--- src/rtl/uart_pkg.sv ---
// uart_pkg: shared constants for the UART FIFO peripheral
//   register addresses, STATUS/CTRL bit positions and FSM state encoding
package uart_pkg;
    localparam logic [1:0] A_DATA   = 2'd0;
    localparam logic [1:0] A_STATUS = 2'd1;
    localparam logic [1:0] A_CTRL   = 2'd2;
    localparam logic [1:0] A_RSVD   = 2'd3;

    localparam int ST_TX_EMPTY = 0;
    localparam int ST_TX_FULL  = 1;
    localparam int ST_RX_VALID = 2;
    localparam int ST_BUSY     = 3;
    localparam int ST_TX_OVF   = 4;
    localparam int ST_RX_OVF   = 5;

    localparam int CT_RX_IE = 0;
    localparam int CT_TX_IE = 1;

    typedef enum logic [1:0] {S_IDLE, S_START, S_DATA, S_STOP} uart_state_t;
endpackage

--- src/rtl/sync_fifo.sv ---
// sync_fifo: single-clock first-word-fall-through FIFO
//   clk, rst_n : clock, async active-low reset (empties the FIFO)
//   push, din  : write request and data
//   pop, dout  : read request and current head
//   full, empty, count : occupancy
module sync_fifo #(
    parameter int WIDTH = 8,
    parameter int DEPTH = 4
) (
    input  logic                     clk,
    input  logic                     rst_n,
    input  logic                     push,
    input  logic                     pop,
    input  logic [WIDTH-1:0]         din,
    output logic [WIDTH-1:0]         dout,
    output logic                     full,
    output logic                     empty,
    output logic [$clog2(DEPTH):0]   count
);
    localparam int AW = $clog2(DEPTH);
    localparam logic [AW:0] FULL_CNT = (AW+1)'(DEPTH);

    logic [WIDTH-1:0] r_mem [DEPTH];
    logic [AW-1:0]    r_wr;
    logic [AW-1:0]    r_rd;
    logic [AW:0]      r_cnt;
    logic             w_push;
    logic             w_pop;

    // a pop frees a slot in the same cycle, so a push into a full FIFO is kept
    assign w_pop  = pop & ~empty;
    assign w_push = push & (~full | w_pop);
    assign full   = r_cnt == FULL_CNT;
    assign empty  = r_cnt == '0;
    assign count  = r_cnt;
    assign dout   = r_mem[r_rd];

    always_ff @(posedge clk or negedge rst_n) begin
        if (!rst_n) begin
            r_wr  <= '0;
            r_rd  <= '0;
            r_cnt <= '0;
        end else begin
            if (w_push) r_wr <= r_wr + 1'b1;
            if (w_pop) r_rd <= r_rd + 1'b1;
            r_cnt <= r_cnt + (AW+1)'(w_push) - (AW+1)'(w_pop);
        end
    end

    always_ff @(posedge clk) begin
        if (w_push) r_mem[r_wr] <= din;
    end
endmodule

--- src/rtl/uart_fifo_perif.sv ---
// uart_fifo_perif: bus-mapped 8N1 UART with TX and RX FIFOs
//   clk, rst_n     : clock, async active-low reset
//   CS, WE, AB, DI : one-cycle bus strobe, write enable, address, write data
//   DO             : registered read data
//   tx_pin, rx_pin : serial out (idle high), serial in (asynchronous)
//   irq            : level interrupt (rx_valid & rx_ie) | (tx_empty & tx_ie)
module uart_fifo_perif
    import uart_pkg::*;
#(
    parameter int CLK_DIV  = 235,
    parameter int TX_DEPTH = 8,
    parameter int RX_DEPTH = 4
) (
    input  logic       clk,
    input  logic       rst_n,
    input  logic       CS,
    input  logic       WE,
    input  logic [1:0] AB,
    input  logic [7:0] DI,
    output logic [7:0] DO,
    output logic       tx_pin,
    input  logic       rx_pin,
    output logic       irq
);
    localparam int DW = $clog2(CLK_DIV);
    localparam logic [DW-1:0] DIV_LAST  = DW'(CLK_DIV - 1);
    localparam logic [DW-1:0] HALF_LAST = DW'(CLK_DIV / 2 - 1);

    logic        w_wr, w_rd, w_tx_push, w_rx_pop, w_stat_rd;
    logic        w_tx_pop, w_tx_full, w_tx_empty, w_tx_drop, w_tx_end;
    logic        w_rx_push, w_rx_full, w_rx_empty, w_rx_drop, w_rx_samp;
    logic [7:0]  w_tx_head, w_rx_head, w_status, w_rd_data;
    logic [$clog2(TX_DEPTH):0] w_unused_tx_count;
    logic [$clog2(RX_DEPTH):0] w_unused_rx_count;

    uart_state_t r_tx_state, w_tx_next, r_rx_state, w_rx_next;
    logic [DW-1:0] r_tx_cnt, r_rx_cnt;
    logic [2:0]    r_tx_bit, r_rx_bit;
    logic [7:0]    r_tx_shift, r_rx_shift;
    logic          r_rx_s1, r_rx_s2, r_rx_prev;
    logic          r_tx_ovf, r_rx_ovf;
    logic [1:0]    r_ctrl;

    assign w_wr      = CS & WE;
    assign w_rd      = CS & ~WE;
    assign w_tx_push = w_wr & (AB == A_DATA);
    assign w_rx_pop  = w_rd & (AB == A_DATA);
    assign w_stat_rd = w_rd & (AB == A_STATUS);
    // a drop only happens when no pop makes room in the same cycle
    assign w_tx_drop = w_tx_push & w_tx_full & ~w_tx_pop;
    assign w_rx_drop = w_rx_push & w_rx_full & ~w_rx_pop;

    sync_fifo #(.WIDTH(8), .DEPTH(TX_DEPTH)) u_tx_fifo (
        .clk(clk), .rst_n(rst_n), .push(w_tx_push), .pop(w_tx_pop), .din(DI),
        .dout(w_tx_head), .full(w_tx_full), .empty(w_tx_empty), .count(w_unused_tx_count)
    );

    sync_fifo #(.WIDTH(8), .DEPTH(RX_DEPTH)) u_rx_fifo (
        .clk(clk), .rst_n(rst_n), .push(w_rx_push), .pop(w_rx_pop), .din(r_rx_shift),
        .dout(w_rx_head), .full(w_rx_full), .empty(w_rx_empty), .count(w_unused_rx_count)
    );

    assign w_tx_end = r_tx_cnt == DIV_LAST;

    always_comb begin
        w_tx_next = r_tx_state;
        w_tx_pop  = 1'b0;
        case (r_tx_state)
            S_IDLE: begin
                w_tx_next = w_tx_empty ? S_IDLE : S_START;
                w_tx_pop  = ~w_tx_empty;
            end
            S_START: w_tx_next = w_tx_end ? S_DATA : S_START;
            S_DATA:  w_tx_next = (w_tx_end && r_tx_bit == 3'd7) ? S_STOP : S_DATA;
            S_STOP: begin
                if (w_tx_end) begin
                    w_tx_next = w_tx_empty ? S_IDLE : S_START;
                    w_tx_pop  = ~w_tx_empty;
                end
            end
            default: w_tx_next = S_IDLE;
        endcase
    end

    always_ff @(posedge clk or negedge rst_n) begin
        if (!rst_n) begin
            r_tx_state <= S_IDLE;
            r_tx_cnt   <= '0;
            r_tx_bit   <= '0;
            r_tx_shift <= '0;
        end else begin
            r_tx_state <= w_tx_next;
            r_tx_cnt   <= (r_tx_state == S_IDLE || w_tx_end) ? '0 : r_tx_cnt + 1'b1;
            if (w_tx_pop) r_tx_shift <= w_tx_head;
            else if (r_tx_state == S_DATA && w_tx_end) r_tx_shift <= {1'b1, r_tx_shift[7:1]};
            if (r_tx_state == S_DATA && w_tx_end) r_tx_bit <= r_tx_bit + 1'b1;
        end
    end

    // decoded from state so the async reset forces the line high at once
    assign tx_pin = (r_tx_state == S_START) ? 1'b0 : (r_tx_state == S_DATA) ? r_tx_shift[0] : 1'b1;

    // the start bit is checked half a bit in; every later sample is one bit further
    assign w_rx_samp = r_rx_cnt == ((r_rx_state == S_START) ? HALF_LAST : DIV_LAST);

    always_comb begin
        w_rx_next = r_rx_state;
        w_rx_push = 1'b0;
        case (r_rx_state)
            S_IDLE:  w_rx_next = (r_rx_prev & ~r_rx_s2) ? S_START : S_IDLE;
            S_START: w_rx_next = w_rx_samp ? (r_rx_s2 ? S_IDLE : S_DATA) : S_START;
            S_DATA:  w_rx_next = (w_rx_samp && r_rx_bit == 3'd7) ? S_STOP : S_DATA;
            S_STOP: begin
                w_rx_next = w_rx_samp ? S_IDLE : S_STOP;
                w_rx_push = w_rx_samp & r_rx_s2;
            end
            default: w_rx_next = S_IDLE;
        endcase
    end

    always_ff @(posedge clk or negedge rst_n) begin
        if (!rst_n) begin
            r_rx_s1    <= 1'b1;
            r_rx_s2    <= 1'b1;
            r_rx_prev  <= 1'b1;
            r_rx_state <= S_IDLE;
            r_rx_cnt   <= '0;
            r_rx_bit   <= '0;
            r_rx_shift <= '0;
        end else begin
            r_rx_s1    <= rx_pin;
            r_rx_s2    <= r_rx_s1;
            r_rx_prev  <= r_rx_s2;
            r_rx_state <= w_rx_next;
            r_rx_cnt   <= (r_rx_state == S_IDLE || w_rx_samp) ? '0 : r_rx_cnt + 1'b1;
            if (r_rx_state == S_DATA && w_rx_samp) begin
                r_rx_shift <= {r_rx_s2, r_rx_shift[7:1]};
                r_rx_bit   <= r_rx_bit + 1'b1;
            end
        end
    end

    always_comb begin
        w_status              = '0;
        w_status[ST_TX_EMPTY] = w_tx_empty;
        w_status[ST_TX_FULL]  = w_tx_full;
        w_status[ST_RX_VALID] = ~w_rx_empty;
        w_status[ST_BUSY]     = r_tx_state != S_IDLE;
        w_status[ST_TX_OVF]   = r_tx_ovf;
        w_status[ST_RX_OVF]   = r_rx_ovf;
    end

    assign w_rd_data = (AB == A_DATA)   ? (w_rx_empty ? 8'h00 : w_rx_head) :
                       (AB == A_STATUS) ? w_status :
                       (AB == A_CTRL)   ? {6'b0, r_ctrl} : 8'h00;

    always_ff @(posedge clk or negedge rst_n) begin
        if (!rst_n) begin
            DO       <= '0;
            r_ctrl   <= '0;
            r_tx_ovf <= 1'b0;
            r_rx_ovf <= 1'b0;
        end else begin
            if (w_rd) DO <= w_rd_data;
            if (w_wr && AB == A_CTRL) r_ctrl <= DI[1:0];
            // a new overflow in the cycle of a STATUS read stays visible
            r_tx_ovf <= w_tx_drop | (r_tx_ovf & ~w_stat_rd);
            r_rx_ovf <= w_rx_drop | (r_rx_ovf & ~w_stat_rd);
        end
    end

    assign irq = (~w_rx_empty & r_ctrl[CT_RX_IE]) | (w_tx_empty & r_ctrl[CT_TX_IE]);
endmodule

--- config.mk ---
export PLATFORM = sky130hd
export DESIGN_NAME = uart_fifo_perif
export DESIGN_NICKNAME = d
export VERILOG_FILES = /design/src/rtl/uart_pkg.sv /design/src/rtl/sync_fifo.sv /design/src/rtl/uart_fifo_perif.sv
export SDC_FILE = /design/constraint.sdc
export NUM_CORES = 1
export LEC_CHECK = 0
export CAP_MARGIN = 5
export CORE_ASPECT_RATIO = 1.75
export CORE_MARGIN = 10
export CORE_UTILIZATION = 40
export CTS_BUF_LIST = sky130_fd_sc_hd__clkbuf_4 sky130_fd_sc_hd__clkbuf_8 sky130_fd_sc_hd__clkbuf_16
export CTS_CLUSTER_DIAMETER = 120
export DETAILED_ROUTE_END_ITERATION = 10
export HOLD_SLACK_MARGIN = 0.1
export PLACE_DENSITY = 0.55
export SKIP_LAST_GASP = 1
export SYNTH_ARGS = -nofsm -noshare
export SYNTH_HDL_FRONTEND = slang
export SYNTH_SLANG_ARGS = --single-unit
--- constraint.sdc ---
create_clock -name clk -period 4.06 [get_ports clk]
set_input_delay 0.609 -clock clk [delete_from_list [all_inputs] [get_ports clk]]
set_output_delay 0.609 -clock clk [all_outputs]
set_load 0.02 [all_outputs]
* Word level (Yosys, flattened, before mapping)
Memories as Yosys holds them, arrays and structs flattened.
Cells that the tools add are included.
** Operators by class
- Add/sub/neg operators :: 12
- Eq/ne operators :: 15
- Muxes and demuxes :: 29
- Bitwise gates (word level) :: 33
- Reduce and logical (&&, ||, !) cells :: 14
** Operator list (number)
- $mux 8 :: 7
- $and 1x1->1 :: 19
- $add 8x1->8 const B :: 2
- $pmux 2 s4 :: 2
- $add 3x1->3 const B :: 4
- $mux 1 :: 12
- $mux 2 :: 6
- $eq 2x2->1 const B :: 5
- $eq 3x3->1 const B :: 3
- $not 1->1 :: 9
- $eq 8x8->1 :: 1
- $eq 8x8->1 const B :: 1
- $eq 2x1->1 const B :: 3
- $logic_not 2->1 :: 3
- $mux 6 :: 1
- $logic_and 1x1->1 :: 5
- $or 1x1->1 :: 5
- $add 2x1->2 const B :: 2
- $add 4x1->4 :: 1
- $eq 4x4->1 const B :: 1
- $logic_not 4->1 :: 1
- $reduce_bool 2->1 :: 2
- $sub 4x1->4 :: 1
- $add 3x1->3 :: 1
- other kinds (5) :: 6
** Storage, ports and cells
- Bits in registers :: 74
- Bits in writable memories :: 96
- Input bits :: 15
- Output and inout bits :: 10
- Logic and storage cells :: 126
- Memories :: 2
** Memories
- u_tx_fifo.r_mem :: words 8, bits a word 8, read ports 1, clocked after memory_dff 0, write ports 1, line sync_fifo.sv:23 : logic [WIDTH-1:0] r_mem [DEPTH];
- u_rx_fifo.r_mem :: words 4, bits a word 8, read ports 1, clocked after memory_dff 0, write ports 1, line sync_fifo.sv:23

* Depth between registers and ports, before layout
Gate-level depths: netlist of the first run.
- Word-level depth :: 9
- Depth in mapped cells :: 13
- Mapped depth without buffers :: 12

* Hierarchy
Synthesis of the first run repeated with hierarchy kept, for this count alone.
** Second synthesis, totals
- Cells, all modules :: 479
- Area, all modules :: 7374.6 µm²
** Modules (own cells, without submodules)
- sync_fifo (u_tx_fifo) :: times used 1, cells each 153, area an instance 3093.0 µm², seq. area each 2172.1 µm²
- uart_fifo_perif :: times used 1, cells each 249, area an instance 2703.8 µm², seq. area each 1430.1 µm²
- sync_fifo (u_rx_fifo) :: times used 1, cells each 77, area an instance 1577.8 µm², seq. area each 1136.1 µm²

* Worst setup path before layout of the first run
No wires, ideal clock.
- Path kind :: register -> register
- Start :: reg r_tx_cnt[2]
- End :: mem u_tx_fifo.r_mem[2][0], enable pin
- Setup time :: 0.398 ns
- Arrival time :: 2.461 ns
- Required time :: 3.662 ns
- Path slack :: 1.201 ns
- Stages on the path, launching flop included :: 6
- Path buffers :: 1
- Period minus slack after synthesis :: 2.859 ns
- Cell sequence :: dfrtp_1 or3b_2 o211ai_1 nand3_1 clkbuf_1 nor4b_1
** On the way
- Word-level cells in the longest chain between the ends :: 8
** RTL lines
- start: declaration :: line uart_fifo_perif.sv:37 : logic [DW-1:0] r_tx_cnt, r_rx_cnt;
- start signal: assignment :: line uart_fifo_perif.sv:93 : r_tx_cnt <= (r_tx_state == S_IDLE || w_tx_end) ? '0 : r_tx_cnt + 1'b1;
- $eq 8x8->1 :: line uart_fifo_perif.sv:63 : assign w_tx_end = r_tx_cnt == DIV_LAST;
- $mux 1 :: line uart_fifo_perif.sv:76 : if (w_tx_end) begin
- $pmux 1 s2 :: line uart_fifo_perif.sv:68 : case (r_tx_state)
- $and 1x1->1 :: line sync_fifo.sv:31 : assign w_pop = pop & ~empty;
- $or 1x1->1 :: line sync_fifo.sv:32 : assign w_push = push & (~full | w_pop);
- $and 1x1->1 :: line sync_fifo.sv:32
- $mux 1 :: line sync_fifo.sv:51 : if (w_push) r_mem[r_wr] <= din;
- $mux 1 (implied by the code) :: line sync_fifo.sv:51
- end: declaration :: line sync_fifo.sv:23
No other way between the ends.

* Final worst setup path of the first run
- Start :: reg u_tx_fifo.r_cnt[2] (netlist: u_tx_fifo.count[2])
- End :: out irq
** On the way
- Word-level cells in the longest chain between the ends :: 3
** RTL lines
- start: declaration :: line sync_fifo.sv:26 : logic [AW:0] r_cnt;
- start signal: assignment :: line sync_fifo.sv:46 : r_cnt <= r_cnt + (AW+1)'(w_push) - (AW+1)'(w_pop);
- $logic_not 4->1 :: line sync_fifo.sv:34 : assign empty = r_cnt == '0;
- $and 1x1->1 :: line uart_fifo_perif.sv:172 : assign irq = (~w_rx_empty & r_ctrl[CT_RX_IE]) | (w_tx_empty & r_ctrl[CT_TX_IE]);
- $or 1x1->1 :: line uart_fifo_perif.sv:172
- end: declaration :: line uart_fifo_perif.sv:23 : output logic irq
No other way between the ends.

==> flow_results.org, run 1 <==
** Outcome
- Run status :: complete, no violations

** STA
- Of the available clock period, the critical path in the final layout requires 0.763.
- Rel. slew slack :: 0.271
- Worst Tran Pin Value :: 1.09 ns
- Setup repair after global routing left no endpoint under its margin.
- Largest clock skew in the final design :: 0.0101 ns
- The clock period could shrink to 3.10 ns.
- After layout, the worst setup slack is 0.962 ns.
- Fmax :: 0.323 GHz
- Setup TNS :: 0 ns
- Setup violations remaining at the end of the flow were counted as 0.
- The count of pins over their slew limit is 0.
- The final hold violation count is 0.

** Floorplan
- Die W :: 122 um
- In this run the count of I/O pins placed on the die edge is 25.
- Standard-cell row count :: 65
- Die ar. :: 24,100 um2
- After floorplanning, the core was sized to cover 18,000 um2.
- Die outline height :: 198 um
- Starting utilization of the core area :: 0.404

** Synth
- Dominant cell type by area after synthesis :: sky130_fd_sc_hd__edfxtp_1
- Dominant synthesized flop cell :: sky130_fd_sc_hd__edfxtp_1
- A synthesized cell averages 15.9 um2.
- Sequential share of the synthesized area :: 0.653
- Synthesis handed over a netlist of 455 instances.
- Xor-xnor portion of the synthesized cell area :: 0.0278
- Post-synthesis mux area share :: 0.133
- For this run, asynchronously set or reset flops after synthesis account for 0.435.
- Most instantiated library cell after synthesis :: sky130_fd_sc_hd__edfxtp_1
- Fraction of post-synthesis cell area in the top cell type by area :: 0.397
- Of the total synthesized cell area, the portion taken by AND, OR, NAND and NOR gates is 0.0657.
- Number of enable-type register cells in the synthesized netlist :: 96
- Of the total synthesized cell area, the portion taken by full adders, half adders and majority gates is 0.0486.
- Number of nets produced by synthesis :: 497
- Count of warnings emitted by yosys :: 0
- Compound-cell area share of the yosys netlist :: 0.0467
- Synthesis instantiated 54 different standard cells from the library.
- Counting instances in the post-synthesis netlist gives the leading cell types as 96 x sky130_fd_sc_hd__edfxtp_1, 71 x sky130_fd_sc_hd__dfrtp_1, 26 x sky130_fd_sc_hd__inv_1.
- The synthesized netlist occupies a cell area of 7250 um2.
- Synthesis inferred 170 register bits.
- By area, the combinational part of the netlist is dominated by multiplexers.
- After synthesis, the cell types taking the most area are sky130_fd_sc_hd__edfxtp_1 40%, sky130_fd_sc_hd__dfrtp_1 24%, sky130_fd_sc_hd__mux4_2 7.5%.

** CTS
- Worst-skew pair later-pin latency :: 0.42 ns
- TritonCTS built the clock tree.
- Clock root buffer :: sky130_fd_sc_hd__clkbuf_16
- Clock-pin slew was measured on the worst setup and hold paths at 0.07 ns.
- CTS hold repair buffers :: 0
- The H-tree was split into 4 levels.
- Num Clock Sinks :: 170
- Post-CTS repair timing setup buffer count :: 0
- Counting along the longest clock path gives a buffer depth of 2.
- # resized after CTS :: 0
- CTS buffer count :: 17

** Critical path
- Startpoint of the most critical setup path :: u_tx_fifo.count[2]$_DFF_PN0_
- Type of element capturing the critical path :: output port
- Counting both buffers and inverters, the worst setup path holds a total of 2.
- Slowest-stage cell, CP :: sky130_fd_sc_hd__clkdlybuf4s50_1
- Number of cells on the worst reg-to-reg path :: 8
- Worst path max stage delay :: 0.65 ns
- For the worst setup path, the data required time is 3.45 ns.
- In this run the number of cells on the critical path is 6.
- The critical path is of the flop to output port type.
- In this run the worst path has a maximum fanout of 4.
- The worst setup path is launched from a flop.
- Cell class contributing the biggest share of worst-path delay :: buffers and inverters
- Worst Path Arrival :: 2.49 ns
- RR Startpoint :: r_rx_state[1]$_DFF_PN0_
- Walking the worst path, the cells encountered are inv_1 > ha_1 > nor3b_1 > nand2_1 > o21ai_0 > clkdlybuf4s50_1.

** Hold path
- The worst hold path belongs to the class input port to asynchronous set/reset pin.

** Global routing
- Total routing usage reported by global routing :: 0.122
- The initial antenna violation count was 0.
- The via count of the first global-routing pass came to 4,077.
- Total overflow reported by the global router :: 0
- Maximum number of pins on one net before global-route repair :: 75
- Wire length of the first global-routing pass :: 22,400 um

** Placement
- Prior to clock tree synthesis, the placed netlist has a worst setup slack of 0.878 ns.
- The count of buffers added on input and output ports is 24.
- Count of placed standard cells including taps :: 706
- HPWL after detailed placement :: 9670 um
- Global placement routability congestion :: 0.776

** Drt
- Average vias per placed instance :: 5.10
- Wire length per cell :: 18.5 um
- Count of antenna-violating nets left after detailed routing :: 0
- For this run, design rule violations remaining after detail routing come to 0.
- Before antenna repair, the detailed router went through 6 iterations.
- Detailed Route Iter0 Violations :: 113
- After detailed routing, the total wire length is 13,700 um.
- Via count :: 3,762

** Layout
- Final Core Density :: 0.464
- Ant. Diodes :: 0
- For this run, the number of standard cells in the final layout without fillers is 738.
- Of the cells placed in the final design, the portion with a size suffix greater than 1 is 0.198.
- From synthesis to final layout, the design area changed by 15.0%.
- Net count, final :: 533

** Job
- Max_cap viols :: 0

** Power
- Power spread over the standard cell area amounts to 495 nW/um2.
- Total power draw :: 4.13 mW
- Standby leakage power :: 3.17 nW
- Worst IR Drop VDD :: 309 uV
final cells by class:
type                            count  area [um2]
Clock buffer                       18         433
Clock inverter                     14         111
Fill cell                        1552        9630
Inverter                           26        97.6
Multi-Input combinational cell    242        2360
Sequential cell                   170        4740
Tap cell                          234         293
Timing Repair Buffer               34         313
logic make-up after synthesis:
group | after synthesis
AOI/OAI and AO/OA | 41
muxes | 64
DFF | 170
buffers and inverters | 43
xor gates and xnor gates | 23
and+or+nand+nor | 87
adders and majority gates | 27
worst paths after layout:
kind,end,slack (ns)
min in group clk,r_rx_s2$_DFF_PN1_,0.36
min,r_rx_shift[5]$_DFFE_PN0P_,0.32
max,irq,0.96
max reg2reg,u_rx_fifo.count[2]$_DFF_PN0_,1.24
max in group asynchronous,r_tx_cnt[5]$_DFF_PN0_,3.10
min reg2reg,r_rx_s2$_DFF_PN1_,0.36
where the power goes:
part,total [mW],internal (mW),switching (mW)
clock network,1.50,0.805,0.694
registers,2.14,1.95,0.186
logic,0.490,0.260,0.230
per-stage QoR:
step / area [um2] / hold WS [ns]
after floorplan: 7250 / 0.313
after global placement: 7800 / 0.348
after detailed placement: 7800 / 0.347
after CTS: 8340 / 0.361
after global routing: 8340 / 0.368
final: 8340 / 0.318
flip-flops by register name, indices dropped and copies added, names as in the netlist, 4 cells and up:
register         count
u_rx_fifo.r_mem     32
r_tx_shift           8
u_tx_fifo.count      4
u_tx_fifo.r_mem     64
r_rx_shift           8
DO                   8
r_tx_cnt             8
r_rx_cnt             8
cell usage in the layout (no fill, tap or decap), drive strengths merged, types with 13 or more instances in the layout:
cell type	netlist	layout
mux2	18	18
inv	26	34
clkdlybuf4s50	0	23
nor3	13	13
xnor2	13	13
ha	25	25
mux4	24	24
dfrtp	71	71
edfxtp	96	96
mux2i	22	22
clkbuf	9	18
nor2	17	17
layer usage:
| metal | vias up | wire [um] | track usage |
|---|---|---|---|
| li1 | 1794 | - | - |
| met1 | 1906 | 5390 | 0.132 |
| met2 | 51 | 7640 | 0.219 |
| met3 | 11 | 375 | 0.0308 |
| met4 | 0 | 260 | 0.0488 |
| met5 | - | 0 | 0 |
No activity file was read; power rests on OpenSTA's default activity.
==> run 2, diff against run 1 <==
Settings changed: PLACE_DENSITY 0.55 to 0.57.
Clock period 4.06 ns to 2.7 ns, I/O delays scaled along.
==> run 2 against run 1 <==
Net effect: clock skew increased by 0.00098 ns; die area unchanged; routed wire length increased by 1.6%; via count increased by 4.4%; cell area increased by 2.9%; sequential power increased by 50%; final cell count increased by 2.6%; clock power increased by 69%; largest cell class unchanged.
==> flow_results.org, run 2 (synthesis gave the netlist of run 1 again) <==
** Layout
- Most flops, register :: u_tx_fifo.r_mem
- Net count, final :: 552 (+3.6%)
- The library cell used most frequently in the layout, excluding fill and tap cells, is sky130_fd_sc_hd__edfxtp_1.
- The filler cell count in the final layout was 1,538 (-0.90%).
- The sequential cell area came to 4740 um2 (unchanged).
- Relative to the synthesized area, the layout overhead comes to 18.4%.
- Ant. Diodes :: 0 (unchanged)
- Final design instance area without fill :: 8590 um2 (+2.9%)
- Proportion of layout cells with a drive suffix above 1 :: 0.228 (+0.0291)
- The flip-flop count of the largest register, all copies and words added came to 64 (unchanged).
- Final cell count without fillers :: 757 (+2.6%)
- Area of the multi-input gates :: 2360 um2 (unchanged)
- Most used cells in the layout excluding fill and tap cells :: 96 x sky130_fd_sc_hd__edfxtp_1, 71 x sky130_fd_sc_hd__dfrtp_1, 28 x sky130_fd_sc_hd__buf_4, 26 x sky130_fd_sc_hd__inv_1, 25 x sky130_fd_sc_hd__ha_1
- Largest registers :: u_tx_fifo.r_mem x64, u_rx_fifo.r_mem x32
- Final Core Density :: 0.478 (+0.0136)

** Critical path
- Required time at the worst-slack endpoint :: 3.06 ns (-0.39 ns)
- Cell class contributing the biggest share of worst-path delay :: simple AND/OR/NAND/NOR gates
- The setup path with the least slack is of type flop to flop.
- The worst setup path is launched from a flop.
- Crit path cell chain :: nand3b_1 > or4_4 > a2111oi_4 > ha_1 > inv_1 > fa_1 > xnor2_1 > xnor2_1
- The most numerous cell type found on the critical path is sky130_fd_sc_hd__xnor2_1.
- Worst Path Arrival :: 2.83 ns (+0.34 ns)
- Largest driver fanout on the critical path :: 6 (+2)
- Among all stages on the critical path, the largest delay is contributed by sky130_fd_sc_hd__or4_4.
- Worst path max stage delay :: 0.50 ns (-0.15 ns)
- CP bufs+invs :: 1 (-1)
- STA classifies the critical path endpoint as a flop.

** Power
- The reported leakage power is 3.30 nW (+4.1%).
- The overall power consumption is 6.51 mW (+58%).
- Power per Cell Area :: 758 nW/um2 (+53%)
- Fraction of power consumed by sequential logic :: 0.493 (-0.025)
- Net load switching power :: 1.75 mW (+58%)
- Power share of the clock group :: 0.390 (+0.027)
- The maximum vdd ir drop came to 463 uV (+49%).
- Logic gate share of total power :: 0.117 (-0.002)
- Fraction of power spent switching nets :: 0.269 (about the same)
- The total internal power was 4.76 mW (+58%).

** Global routing
- The initial antenna violation count was 0 (unchanged).
- The aggregate global-route resource usage came to 0.124 (+0.00194).
- The pin count of the biggest net entering global routing was 45 (-40%).
- Total overflow reported by the global router :: 0 (unchanged)
- The via count of the first global-routing pass is 4,208 (+3.2%).
- Wire length of the first global-routing pass :: 22,700 um (+1.4%)

** CTS
- CTS buffer count :: 17 (unchanged)
- Clock root buffer :: sky130_fd_sc_hd__clkbuf_16
- Number of H-tree levels :: 4 (unchanged)
- Num Clock Sinks :: 170 (unchanged)
- CTS tree :: yes
- The clock transition at the registers of the reported paths is 0.07 ns (about the same).
- The maximum clock path buffer count came to 2 (unchanged).
- The clock network latency to the later pin of the worst-skew pair was 0.43 ns (about the same).

** Drt
- DRC errors left :: 0 (unchanged)
- The number of iterations in the first detailed-routing pass is 5 (-1).
- The wire length after detailed routing came to 13,900 um (+1.6%).
- The routed via count divided by cell count was 5.19 (+1.7%).
- Count of antenna-violating nets left after detailed routing :: 0 (unchanged)
- Via count :: 3,926 (+4.4%)
- Wire length per cell :: 18.3 um (-0.98%)
- The iteration-0 DRC count of the detailed router came to 122 (+8.0%).

** STA
- Total count of max-transition violations in the final report :: 0 (unchanged)
- Post-route worst setup slack :: 0.224 ns (-0.738 ns)
- The final count of negative-setup-slack endpoints was 0 (unchanged).
- Of the available clock period, the critical path in the final layout requires 0.917.
- RSZ-0062 raised after global routing :: no
- The maximum clock skew at final layout came to 0.0110 ns (+0.000981 ns).
- The slew of the pin with the lowest slew margin is 0.846 ns (-0.247 ns).
- Rel. slew slack :: 0.436 (+0.165)
- For this run, the top clock speed supported by timing is 0.404 GHz.
- Setup TNS :: 0 ns (unchanged)
- Final Critical Period :: 2.48 ns
- The worst hold margin came to 0.356 ns (+0.0375 ns).
- The final hold violation count is 0 (unchanged).

** Floorplan
- The number of core rows was 65 (unchanged).
- The vertical die dimension came to 198 um (unchanged).
- The number of top-level pins is 25 (unchanged).
- Starting utilization of the core area :: 0.404 (unchanged)
- The die outline area is 24,100 um2 (unchanged).
- The core box area is 18,000 um2 (unchanged).
- Die W :: 122 um (unchanged)

** Hold path
- The min-delay analysis places its worst path in the category flop to flop.

** Placement
- Count of placed standard cells including taps :: 724 (+2.5%)
- Post-placement worst setup slack :: 0.0624 ns (-0.815 ns)
- The detailed-placement wirelength estimate is 9680 um (+0.11%).
- The placement-stage cell area is 7950 um2 (+1.9%).
- The number of input and output port buffers inserted was 24 (unchanged).
- The routability congestion estimate is 0.811 (+4.4%).

** Outcome
- The flow ran to the end, and the final reports show no timing, DRC or antenna violations.

** Job
- The max-cap violation count came to 0 (unchanged).
-- run 2: worst paths after layout --
check / slack [ns] / cells past startpoint / from / endpoint
setup / recovery: 0.22 / 8 / r_rx_cnt[3]$_DFF_PN0_ / u_rx_fifo.count[2]$_DFF_PN0_
hold / removal: 0.36 / 0 / r_rx_s1$_DFF_PN1_ / r_rx_s2$_DFF_PN1_
setup reg to reg: 0.22 / 8 / r_rx_cnt[3]$_DFF_PN0_ / u_rx_fifo.count[2]$_DFF_PN0_
hold reg to reg: 0.36 / 0 / r_rx_s1$_DFF_PN1_ / r_rx_s2$_DFF_PN1_
max in group asynchronous: 1.51 / 3 / rst_n / r_rx_prev$_DFF_PN1_
min in group asynchronous: 0.52 / 2 / rst_n / r_rx_shift[4]$_DFFE_PN0P_
-- run 2: area by class of cell --
cell class,instances,area share
multi-input combinational,242,0.274
clock inverter,15,0.0242
tap,234,0.0341
clock buffer,17,0.0495
inverter,26,0.0114
sequential,170,0.552
timing repair buffer,53,0.0546
-- run 2: power by group through the flow --
stage                     logic, mW  registers (mW)  clock network (mW)
after floorplan               0.630            3.12                   0
after global placement        0.753            3.26                   0
after CTS                     0.779            3.21                2.61
after global routing          0.862            3.25                2.72
final                         0.759            3.21                2.54
after detailed placement      0.782            3.26                   0
-- run 2: worst reg2reg max path, cell delays in order (launching register included) --
cell,delay (ns)
sky130_fd_sc_hd__dfrtp_1,0.41
sky130_fd_sc_hd__nand3b_1,0.17
sky130_fd_sc_hd__or4_4,0.50
sky130_fd_sc_hd__a2111oi_4,0.39
sky130_fd_sc_hd__ha_1,0.20
sky130_fd_sc_hd__inv_1,0.05
sky130_fd_sc_hd__fa_1,0.38
sky130_fd_sc_hd__xnor2_1,0.18
sky130_fd_sc_hd__xnor2_1,0.13
-- run 2: per-layer routing --
layer	GRT usage	wire, um	up-vias
li1	-	-	1827
met1	0.135	5480	2036
met2	0.220	7820	50
met3	0.0274	324	13
met4	0.0572	255	0
met5	0	0	-
-- run 2: repair_timing --
item | in CTS | in global routing
endpoints found under the hold margin | 43 | 0
gates resized for setup | 1 | 0
hold buffers | 1 | 0
setup endpoints to repair | 1 | 0
buffers inserted | 0 | 0
==> run 3, diff against run 2 <==
Settings changed: SETUP_SLACK_MARGIN set to 0.15.
==> run 3 against run 2 <==
Net effect: cell area rose by 0.26%; global-route usage down 0.24 points; sequential power hardly changed; sequential share of layout area fell by 0.14 points; non-clock buffer count up 2; final cell count up 0.26%; flip-flop and latch count did not move; largest cell class unchanged; clock skew shrank 0.0019 ns; die area did not move; via count increased by 0.36%; worst hold slack worse by 0.26 ns; count of clock-buffer cells in the layout did not move; highest routed layer unchanged.
==> flow_results.org, run 3 (synthesis gave the netlist of run 1 again) <==
** Outcome
- The run finished with clean final reports.

** Global routing
- Total routing usage reported by global routing :: 0.121 (-0.00237)
- Initial antenna violation count :: 0 (unchanged)
- The pin count of the biggest net entering global routing is 75 (+67%).
- Total overflow reported by the global router :: 0 (unchanged)
- Vias in the first global route :: 4,168 (-0.95%)
- The global-route wire length before repair is 22,500 um (-0.73%).

** Critical path
- Required time at the worst-slack endpoint :: 3.03 ns (-0.03 ns)
- Reg-to-reg setup timing slack :: 0.23 ns (about the same)
- Destination of the worst register-to-register timing path :: u_rx_fifo.count[2]$_DFF_PN0_
- The maximum cell stage delay along the critical path came to 0.53 ns (+0.03 ns).
- STA classifies the critical path startpoint as a flop.
- The maximum fanout count along the critical path was 5 (-1).
- The path depth of the worst reg2reg path is 8 (unchanged).
- STA classifies the critical path endpoint as a flop.
- Crit path cell chain :: nand2b_4 > or4_4 > a2111oi_4 > ha_2 > inv_2 > fa_2 > xnor2_2 > xnor2_1
- The startpoint identified for the worst register-to-register timing path is r_rx_state[1]$_DFF_PN0_.
- CP Class :: flop to flop
- Worst Path Arrival :: 2.80 ns (-0.03 ns)
- Among all stages on the critical path, the largest delay is contributed by sky130_fd_sc_hd__or4_4.

** Layout
- Proportion of layout cells with a drive suffix above 1 :: 0.244 (+0.0163)
- Net count, final :: 554 (+0.36%)
- u_tx_fifo.r_mem holds more flip-flops than any other register.
- Ant. Diodes :: 0 (unchanged)
- The cell area after layout is 8610 um2 (+0.26%).
- Largest registers :: u_tx_fifo.r_mem x64, u_rx_fifo.r_mem x32
- The final cell utilization of the core is 0.479 (+0.00125).
- The library cell used most frequently in the layout, excluding fill and tap cells, is sky130_fd_sc_hd__edfxtp_1.
- Compared with the post-synthesis result, the final layout area differs by 18.7%.
- The flip-flop count of the largest register, all copies and words added is 64 (unchanged).
- Most used cells in the layout excluding fill and tap cells :: 96 x sky130_fd_sc_hd__edfxtp_1, 71 x sky130_fd_sc_hd__dfrtp_1, 32 x sky130_fd_sc_hd__buf_4, 25 x sky130_fd_sc_hd__inv_1

** Floorplan
- Die ar. :: 24,100 um2 (unchanged)
- The horizontal die dimension came to 122 um (unchanged).
- Die outline height :: 198 um (unchanged)
- The effective utilization at floorplan was 0.404 (unchanged).
- Standard cell core area :: 18,000 um2 (unchanged)
- The number of core rows came to 65 (unchanged).
- The number of top-level pins came to 25 (unchanged).

** CTS
- The cell sitting at the root of the clock tree is a sky130_fd_sc_hd__clkbuf_16.
- Number of H-tree levels :: 4 (unchanged)
- Worst-skew pair later-pin latency :: 0.43 ns (about the same)
- CTS tree :: yes
- Clk pin slew, worst setup/hold paths :: 0.08 ns (about the same)
- The count of clock tree sinks is 170 (unchanged).
- The clock buffer count from CTS was 17 (unchanged).
- CTS hold repair buffers :: 0 (-1)
- The maximum clock path buffer count came to 2 (unchanged).

** STA
- Total count of max-transition violations in the final report :: 0 (unchanged)
- The maximum clock skew at final layout is 0.00918 ns (-0.00187 ns).
- Fmax :: 0.405 GHz (+0.37%)
- The part of the cycle the worst path needs is 0.914 (-0.00335).
- The slew of the pin with the lowest slew margin came to 0.965 ns (+0.119 ns).
- Final Critical Period :: 2.47 ns (-0.00904 ns)
- The final count of negative-setup-slack endpoints came to 0 (unchanged).
- Final Hold Vio Count :: 0 (unchanged)
- Rel. slew slack :: 0.357 (-0.0793)
- Setup repair after global routing could not meet its margin everywhere.

** Hold path
- The path class of the tightest hold or removal check is input port to asynchronous set/reset pin.

** Power
- Fraction of power consumed by sequential logic :: 0.494 (about the same)
- The total power divided by cell area came to 756 nW/um2 (-0.24%).
- Internal power component :: 4.71 mW (-1.0%)
- Fraction of power spent switching nets :: 0.276 (+0.00767)
- Logic gate share of total power :: 0.124 (+0.007)
- Worst IR Drop VDD :: 447 uV (-3.5%)
- Power share of the clock group :: 0.382 (-0.008)
- Net load switching power :: 1.80 mW (+2.9%)
- Standby leakage power :: 3.32 nW (+0.62%)

** Job
- Max_cap viols :: 0 (unchanged)

** Drt
- Wirelength, routed :: 13,700 um (-1.2%)
- DRC errors left :: 0 (unchanged)
- Detailed Route Iter0 Violations :: 125 (+2.5%)
- The number of iterations in the first detailed-routing pass was 4 (-1).
- The post-route antenna net violation count was 0 (unchanged).
- The detail-routed net length per standard cell is 18.1 um (-1.5%).
- Via count :: 3,940 (+0.36%)
- Average vias per placed instance :: 5.19 (about the same)

** Placement
- Global placement routability congestion :: 0.788 (-2.8%)
- The detailed-placement wirelength estimate is 9670 um (-0.12%).
- The placement-stage cell area was 7920 um2 (-0.31%).
- Buffers added on ports :: 24 (unchanged)
==> run 3: cell types whose count changed in the layout (fill, tap and decap cells not counted), sizes merged <==
| cell | delta |
|---|---|
| buf | +3 |
| bufinv | -1 |
| clkinv | +2 |
| clkinvlp | -3 |
| dlygate4sd3 | -1 |
| inv | +2 |
==> run 3: cell type report <==
| cell class | count | area [um2] |
|---|---|---|
| fill | 1536 | 9360 |
| sequential | 170 | 4740 |
| multi-input combinational | 242 | 2390 |
| timing repair buffer | 55 | 469 |
| clock buffer | 17 | 425 |
| tap | 234 | 293 |
| clock inverter | 15 | 196 |
| inverter | 26 | 97.6 |
==> run 3: power by group through the flow <==
| stage | logic, mW | registers (mW) | clock network (mW) |
|---|---|---|---|
| floorplan | 0.634 | 3.13 | 0 |
| global placement | 0.747 | 3.26 | 0 |
| detailed placement | 0.788 | 3.27 | 0 |
| CTS | 0.791 | 3.21 | 2.56 |
| global route | 0.904 | 3.26 | 2.67 |
| finish | 0.810 | 3.21 | 2.49 |
==> run 3: worst max-delay path: cells and delay by family (launching register included) <==
family	cells	cell delay, ns
buffers and inverters	1	0.04
DFF	1	0.38
AOI/OAI and AO/OA	1	0.36
xor gates and xnor gates	2	0.33
and+or+nand+nor	2	0.67
adders and majority gates	2	0.60
==> run 3: per-layer routing <==
layer  vias to the layer above  wire [um]  track usage
met2                        59       7590        0.214
met4                         0        340       0.0506
met5                         -          0            0
met1                      2033       5380        0.135
met3                        17        395       0.0291
li1                       1831          -            -
==> run 3: how the worst max path moves through the flow <==
stage                               from                              end  cells after the start
2_1_floorplan      r_tx_cnt[2]$_DFF_PN0_  u_tx_fifo.r_mem[4][0]$_DFFE_PP_                      5
3_3_place_gp                          WE     u_rx_fifo.count[2]$_DFF_PN0_                      9
3_5_place_dp                          WE     u_rx_fifo.count[2]$_DFF_PN0_                      9
4_1_cts            r_rx_cnt[3]$_DFF_PN0_     u_rx_fifo.count[2]$_DFF_PN0_                      8
5_1_grt        r_tx_state[0]$_DFFE_PN0P_     u_tx_fifo.count[3]$_DFF_PN0_                     11
6_report         r_rx_state[1]$_DFF_PN0_     u_rx_fifo.count[2]$_DFF_PN0_                      8
==> run 3: through the flow <==
stage / setup TNS, ns / worst slack [ns] / std cells / power (mW) / hold slack [ns]
after floorplan: -2.26 / -0.139 / 455 / 3.76 / 0.109
after global placement: 0 / 0.126 / 720 / 4.01 / 0.348
after detailed placement: -0.00646 / -0.00646 / 720 / 4.05 / 0.352
after CTS: 0 / 0.171 / 752 / 6.56 / 0.161
after global routing: 0 / 0.149 / 759 / 6.83 / 0.170
final: 0 / 0.233 / 759 / 6.51 / 0.0996
==> run 3: repair_timing <==
item | in CTS | in global routing
setup endpoints to repair | 1 | 11
pin swaps | 0 | 2
setup buffers | 0 | 7
gates resized for setup | 1 | 4
